## src/rtl/ps2_key_decoder.sv

```systemverilog
// PS/2 keyboard receiver: synchronises the PS/2 lines, frames and checks bytes, and turns
// set-2 make/break codes for the 12 card keys into single press events plus a held-key map.
`timescale 1ns / 1ps

module ps2_key_decoder #(
  parameter int unsigned TIMEOUT_CYCLES = 100000,
  parameter int unsigned SYNC_STAGES    = 2
) (
  input  logic        clk,
  input  logic        resetn,
  input  logic        ps2_clk,
  input  logic        ps2_dat,
  output logic [7:0]  scan_code,
  output logic        scan_valid,
  output logic        frame_err,
  output logic        key_valid,
  output logic [3:0]  key_index,
  output logic [11:0] key_held
);

  localparam int unsigned CntW = $clog2(TIMEOUT_CYCLES + 1);

  typedef enum logic [1:0] {StIdle, StData, StParity, StStop} rx_state_e;

  // Synchronisers reset to the idle-high line level so release never looks like an edge.
  logic [SYNC_STAGES-1:0] clk_sync_q, dat_sync_q;
  logic                   clk_prev_q;
  logic                   sync_clk, sync_dat, fall;

  always_ff @(posedge clk or negedge resetn) begin
    if (!resetn) begin
      clk_sync_q <= '1;
      dat_sync_q <= '1;
      clk_prev_q <= 1'b1;
    end else begin
      clk_sync_q <= {clk_sync_q[SYNC_STAGES-2:0], ps2_clk};
      dat_sync_q <= {dat_sync_q[SYNC_STAGES-2:0], ps2_dat};
      clk_prev_q <= sync_clk;
    end
  end

  assign sync_clk = clk_sync_q[SYNC_STAGES-1];
  assign sync_dat = dat_sync_q[SYNC_STAGES-1];
  assign fall     = clk_prev_q & ~sync_clk;

  rx_state_e         state_q, state_d;
  logic [2:0]        bitcnt_q, bitcnt_d;
  logic [7:0]        shift_q, shift_d;
  logic              par_q, par_d;
  logic [CntW-1:0]   cnt_q, cnt_d;
  logic              rx_good, rx_err;
  logic [7:0]        scan_code_q, scan_code_d;
  logic              scan_valid_q, frame_err_q;

  always_comb begin
    state_d  = state_q;
    bitcnt_d = bitcnt_q;
    shift_d  = shift_q;
    par_d    = par_q;
    cnt_d    = cnt_q + 1'b1;
    rx_good  = 1'b0;
    rx_err   = 1'b0;
    if (state_q == StIdle || fall) begin
      cnt_d = '0;
    end
    if (fall) begin
      unique case (state_q)
        StIdle: begin
          if (!sync_dat) begin
            state_d  = StData;
            bitcnt_d = '0;
          end
        end
        StData: begin
          shift_d  = {sync_dat, shift_q[7:1]};
          bitcnt_d = bitcnt_q + 1'b1;
          if (bitcnt_q == 3'd7) begin
            state_d = StParity;
          end
        end
        StParity: begin
          par_d   = sync_dat;
          state_d = StStop;
        end
        StStop: begin
          // Odd parity over data plus parity bit, and a high stop bit.
          if (sync_dat && (^{shift_q, par_q})) begin
            rx_good = 1'b1;
          end else begin
            rx_err = 1'b1;
          end
          state_d = StIdle;
        end
        default: state_d = StIdle;
      endcase
    end else if (state_q != StIdle && cnt_q == CntW'(TIMEOUT_CYCLES - 1)) begin
      rx_err  = 1'b1;
      state_d = StIdle;
    end
  end

  assign scan_code_d = rx_good ? shift_q : scan_code_q;

  always_ff @(posedge clk or negedge resetn) begin
    if (!resetn) begin
      state_q      <= StIdle;
      bitcnt_q     <= '0;
      shift_q      <= '0;
      par_q        <= 1'b0;
      cnt_q        <= '0;
      scan_code_q  <= '0;
      scan_valid_q <= 1'b0;
      frame_err_q  <= 1'b0;
    end else begin
      state_q      <= state_d;
      bitcnt_q     <= bitcnt_d;
      shift_q      <= shift_d;
      par_q        <= par_d;
      cnt_q        <= cnt_d;
      scan_code_q  <= scan_code_d;
      scan_valid_q <= rx_good;
      frame_err_q  <= rx_err;
    end
  end

  // Set-2 make codes of the card keys, row by row.
  logic       map_hit;
  logic [3:0] map_idx;

  always_comb begin
    map_hit = 1'b1;
    map_idx = 4'd0;
    unique case (scan_code_q)
      8'h15:   map_idx = 4'd0;
      8'h1D:   map_idx = 4'd1;
      8'h24:   map_idx = 4'd2;
      8'h2D:   map_idx = 4'd3;
      8'h1C:   map_idx = 4'd4;
      8'h1B:   map_idx = 4'd5;
      8'h23:   map_idx = 4'd6;
      8'h2B:   map_idx = 4'd7;
      8'h1A:   map_idx = 4'd8;
      8'h22:   map_idx = 4'd9;
      8'h21:   map_idx = 4'd10;
      8'h2A:   map_idx = 4'd11;
      default: map_hit = 1'b0;
    endcase
  end

  logic        ext_q, ext_d, brk_q, brk_d;
  logic [11:0] held_q, held_d, key_mask;
  logic        key_valid_q, key_valid_d;
  logic [3:0]  key_index_q, key_index_d;

  assign key_mask = 12'd1 << map_idx;

  always_comb begin
    ext_d       = ext_q;
    brk_d       = brk_q;
    held_d      = held_q;
    key_valid_d = 1'b0;
    key_index_d = key_index_q;
    if (frame_err_q) begin
      ext_d = 1'b0;
      brk_d = 1'b0;
    end else if (scan_valid_q) begin
      if (scan_code_q == 8'hE0) begin
        ext_d = 1'b1;
      end else if (scan_code_q == 8'hF0) begin
        brk_d = 1'b1;
      end else begin
        // Extended codes share make bytes with card keys but are different keys.
        if (map_hit && !ext_q) begin
          if (brk_q) begin
            held_d = held_q & ~key_mask;
          end else if ((held_q & key_mask) == 12'd0) begin
            held_d      = held_q | key_mask;
            key_valid_d = 1'b1;
            key_index_d = map_idx;
          end
        end
        ext_d = 1'b0;
        brk_d = 1'b0;
      end
    end
  end

  always_ff @(posedge clk or negedge resetn) begin
    if (!resetn) begin
      ext_q       <= 1'b0;
      brk_q       <= 1'b0;
      held_q      <= '0;
      key_valid_q <= 1'b0;
      key_index_q <= '0;
    end else begin
      ext_q       <= ext_d;
      brk_q       <= brk_d;
      held_q      <= held_d;
      key_valid_q <= key_valid_d;
      key_index_q <= key_index_d;
    end
  end

  assign scan_code  = scan_code_q;
  assign scan_valid = scan_valid_q;
  assign frame_err  = frame_err_q;
  assign key_valid  = key_valid_q;
  assign key_index  = key_index_q;
  assign key_held   = held_q;

endmodule

```

## config.mk

```make
export PLATFORM = sky130hd
export DESIGN_NAME = ps2_key_decoder
export DESIGN_NICKNAME = d
export VERILOG_FILES = /design/src/rtl/ps2_key_decoder.sv
export SDC_FILE = /design/constraint.sdc
export NUM_CORES = 1
export LEC_CHECK = 0
export CAP_MARGIN = 0
export CORE_MARGIN = 2
export CORE_UTILIZATION = 54
export CTS_BUF_LIST = sky130_fd_sc_hd__clkbuf_2
export DETAILED_ROUTE_END_ITERATION = 10
export GPL_TIMING_DRIVEN = 0
export PLACE_DENSITY = 0.8
export SYNTH_ARGS = -nofsm -noshare
export SYNTH_HDL_FRONTEND = slang
export SYNTH_SLANG_ARGS = --single-unit
```

## constraint.sdc

```tcl
create_clock -name clk -period 2.3 [get_ports clk]
set_input_delay 0.575 -clock clk [delete_from_list [all_inputs] [get_ports clk]]
set_output_delay 0.575 -clock clk [all_outputs]
set_load 0.02 [all_outputs]
```

==> flow_summary.toml <==
[layout]
drive_gt1_frac = 0.2787
synthToLayoutAreaGrowth_pct = 26.66
seqCellArea_mm2 = 0.001642
multiInputGateArea_mm2 = 0.001777
fin_cells = 484
fin_util = 0.7174
diodes = 0
finish.net_count = 415
n_fill_cell = 406

[clocking]
cts-root-buf = "clkbuf_2"
cts_tree = "built"
cts_hold_buf = 0
clock_path_buffers = 2
cts_num_sinks = 65
clk_latency_ns = 0.54
cts_made_buffers = 9
htreeDepth = 3
clk_pin_slew_ns = 0.21

[sta]
finalCritPeriodShare = 1.024
period_needed_ns = 2.355
setup_tns_ns = -0.1679
max-slew-margin-rel = 0.4813
fin_skew_ns = 0.03912
slew_viol_final = 0
tightest_slew_ns = 0.7781
finalSetupViolCount = 7
setup_slack_ns = -0.05495
rsz0062_at_grt = "yes"
whs_ns = 0.07914
max_freq_mhz = 424.6
hold_violations = 0

[critical_path]
crit_fanout = 7
reg2reg_from = "scan_code[7]$_DFFE_PN0P_"
crit_required_ns = 2.73
endpoint_kind = "flip-flop"
ff2ff_path_depth = 7
crit_type = "flip-flop to flip-flop"
cp-start-kind = "flip-flop"
r2r_slack_ns = -0.05
worstReg2RegEnd = "key_index[1]$_DFFE_PN0P_"
arrival_ns = 2.79

[global_routing]
grt_max_degree = 66
globalRouteOverflowTotal = 0
grt_pass1_wl_mm = 12.00
first_global_vias = 2552
antenna_found_initial = 0
grt_usage = 0.2142

[outcome]
status = "finished with violations"
violations = "setup timing"

[synth]
synth.distinct_cells = 58
avgSynthCellArea_um2 = 10.22
ys_seq_area_frac = 0.4812
async_flop_share = 1.000
yosysWarnings = 0
synthCells = 332
ys_ff_latch = 65
syn_area_mm2 = 0.003393
synth-edff-count = 0
synth_nets = 343
synth_flop_cell = "dfrtp_1"

[floorplan]
start_util = 0.5664
rows = 28
design.core.area_mm2 = 0.005991
dieArea_mm2 = 0.006934
ioPinCount = 31
dieHeight_um = 83.27
die_x_um = 83.27

[drt]
top_layer = "met4"
ant_nets = 0
avgViaCountPerCell = 5.897
routed_wl_mm = 7.972
wl_per_cell_um = 16.47
wl_met3_um = 449
drt-met1-wl_mm = 3.302
vias = 2854
drc = 0
drt_iter0_markers = 259
drtPass1Iterations = 5
wl_met2_mm = 3.987

[run]
drv_cap = 0

[power_and_ir_drop]
leakage_nw = 1.915
power_mw = 2.267
power_density_mw_per_mm2 = 527.4
ir_drop_mv = 0.5520

[placed_design]
hpwl_mm = 4.943
dp.cells = 437
globalplace.congestion = 0.9498
port_buffers = 30

[min_path]
hp-class = "primary input to asynchronous set/reset pin"
==> Yosys cell counts (2+ instances only) <==
library cell | number | area (um^2)
a211oi_1 | 2 | 15.01
a21oi_1 | 7 | 35.03
a311oi_2 | 2 | 30.03
and2_1 | 4 | 25.02
and3_1 | 2 | 12.51
and3b_1 | 3 | 26.28
buf_2 | 4 | 20.02
buf_4 | 2 | 15.01
clkbuf_1 | 6 | 22.52
dfrtp_1 | 60 | 1501
dfstp_2 | 5 | 131.4
ha_1 | 7 | 87.58
inv_1 | 12 | 45.04
mux2_1 | 2 | 22.52
mux2_2 | 15 | 168.9
mux2i_1 | 2 | 20.02
nand2_1 | 26 | 97.59
nand2b_1 | 5 | 31.28
nand3_1 | 19 | 95.09
nand4_1 | 6 | 37.54
nand4b_1 | 2 | 17.52
nor2_1 | 31 | 116.4
nor2b_1 | 5 | 31.28
nor3_1 | 4 | 20.02
nor3b_1 | 3 | 22.52
nor4_1 | 2 | 12.51
nor4b_1 | 2 | 17.52
o211ai_1 | 4 | 30.03
o21a_1 | 2 | 15.01
o21ai_0 | 19 | 95.09
o21ai_1 | 13 | 65.06
o31ai_1 | 3 | 22.52
o41ai_1 | 2 | 17.52
or4_1 | 3 | 22.52
or4bb_1 | 2 | 22.52
xnor2_1 | 10 | 87.58
xor2_1 | 13 | 113.9
==> power by group <==
| group | switching, mW | total (mW) | internal, mW |
|---|---|---|---|
| logic | 0.216 | 0.397 | 0.181 |
| clock network | 0.423 | 0.571 | 0.147 |
| registers | 0.0776 | 1.30 | 1.22 |
==> cells in the final DEF, fill, tap and decap left out, types with 13 or more instances in the layout <==
cell	synthesis	routed
o21ai_0	19	18
mux2_2	15	15
dfrtp_1	60	53
clkbuf_2	0	13
xor2_1	13	13
nand3_1	19	18
buf_4	2	32
nand2_1	26	25
clkdlybuf4s50_1	0	24
nor2_1	31	31
==> worst max path at each step <==
stage / depth (start not counted) / start / endpoint / slack, ns
floorplan: 6 / scan_code[5]$_DFFE_PN0P_ / key_index[1]$_DFFE_PN0P_ / 0.02
global placement: 1 / resetn / scan_code[0]$_DFFE_PN0P_ / -1.63
detailed placement: 8 / scan_code[2]$_DFFE_PN0P_ / key_index[1]$_DFFE_PN0P_ / -0.16
CTS: 8 / scan_code[2]$_DFFE_PN0P_ / key_index[3]$_DFFE_PN0P_ / -0.006
global route: 8 / scan_code[3]$_DFFE_PN0P_ / key_index[2]$_DFFE_PN0P_ / -0.24
finish: 7 / scan_code[7]$_DFFE_PN0P_ / key_index[1]$_DFFE_PN0P_ / -0.05
==> area by class of cell <==
type,count,area share
buffer,13,0.02300
clock buffer,11,0.01281
clock inverter,5,0.007278
inverter,12,0.01048
multi-input combinational,241,0.4134
sequential,65,0.3819
tap,75,0.02183
timing repair buffer,62,0.1293
==> layer usage <==
metal	up-vias	GRT usage
met5	-	0
met4	0	0.06110
met3	26	0.05765
met2	101	0.3644
met1	1398	0.2685
li1	1329	-
==> critical path, stage by stage (launching register included) <==
cell and delay (ns):
dfrtp_2 0.51, nor4b_4 0.36, buf_4 0.21, and2_1 0.20
nor2_1 0.08, o21a_2 0.25, o2111ai_4 0.29, mux2_1 0.35
==> cells by family (layout without fill, tap and decap cells) <==
group,count (synthesis),after routing,synth area share
simple gates,128,128,0.2102
flops,65,65,0.4812
compound gates,64,64,0.1265
buf+inv,26,103,0.03466
xor+xnor,23,23,0.05936
mux,19,19,0.06231
fa+ha+maj,7,7,0.02581
==> stage by stage <==
step | setup slack [ns] | cell area (um^2)
3_5_place_dp | -0.1646 | 3794
5_1_grt | -0.2354 | 4298
6_report | -0.05495 | 4298
2_1_floorplan | 0.01606 | 3402
4_1_cts | -0.005972 | 4001
3_3_place_gp | -1.626 | 3796
==> repair_timing <==
action / CTS / global route
cloned: 0 / 0
gates resized for setup: 18 / 32
buffers inserted: 8 / 24
endpoints found under the setup margin: 20 / 25
pin swaps: 4 / 10
(Power assumes the default switching activity.)
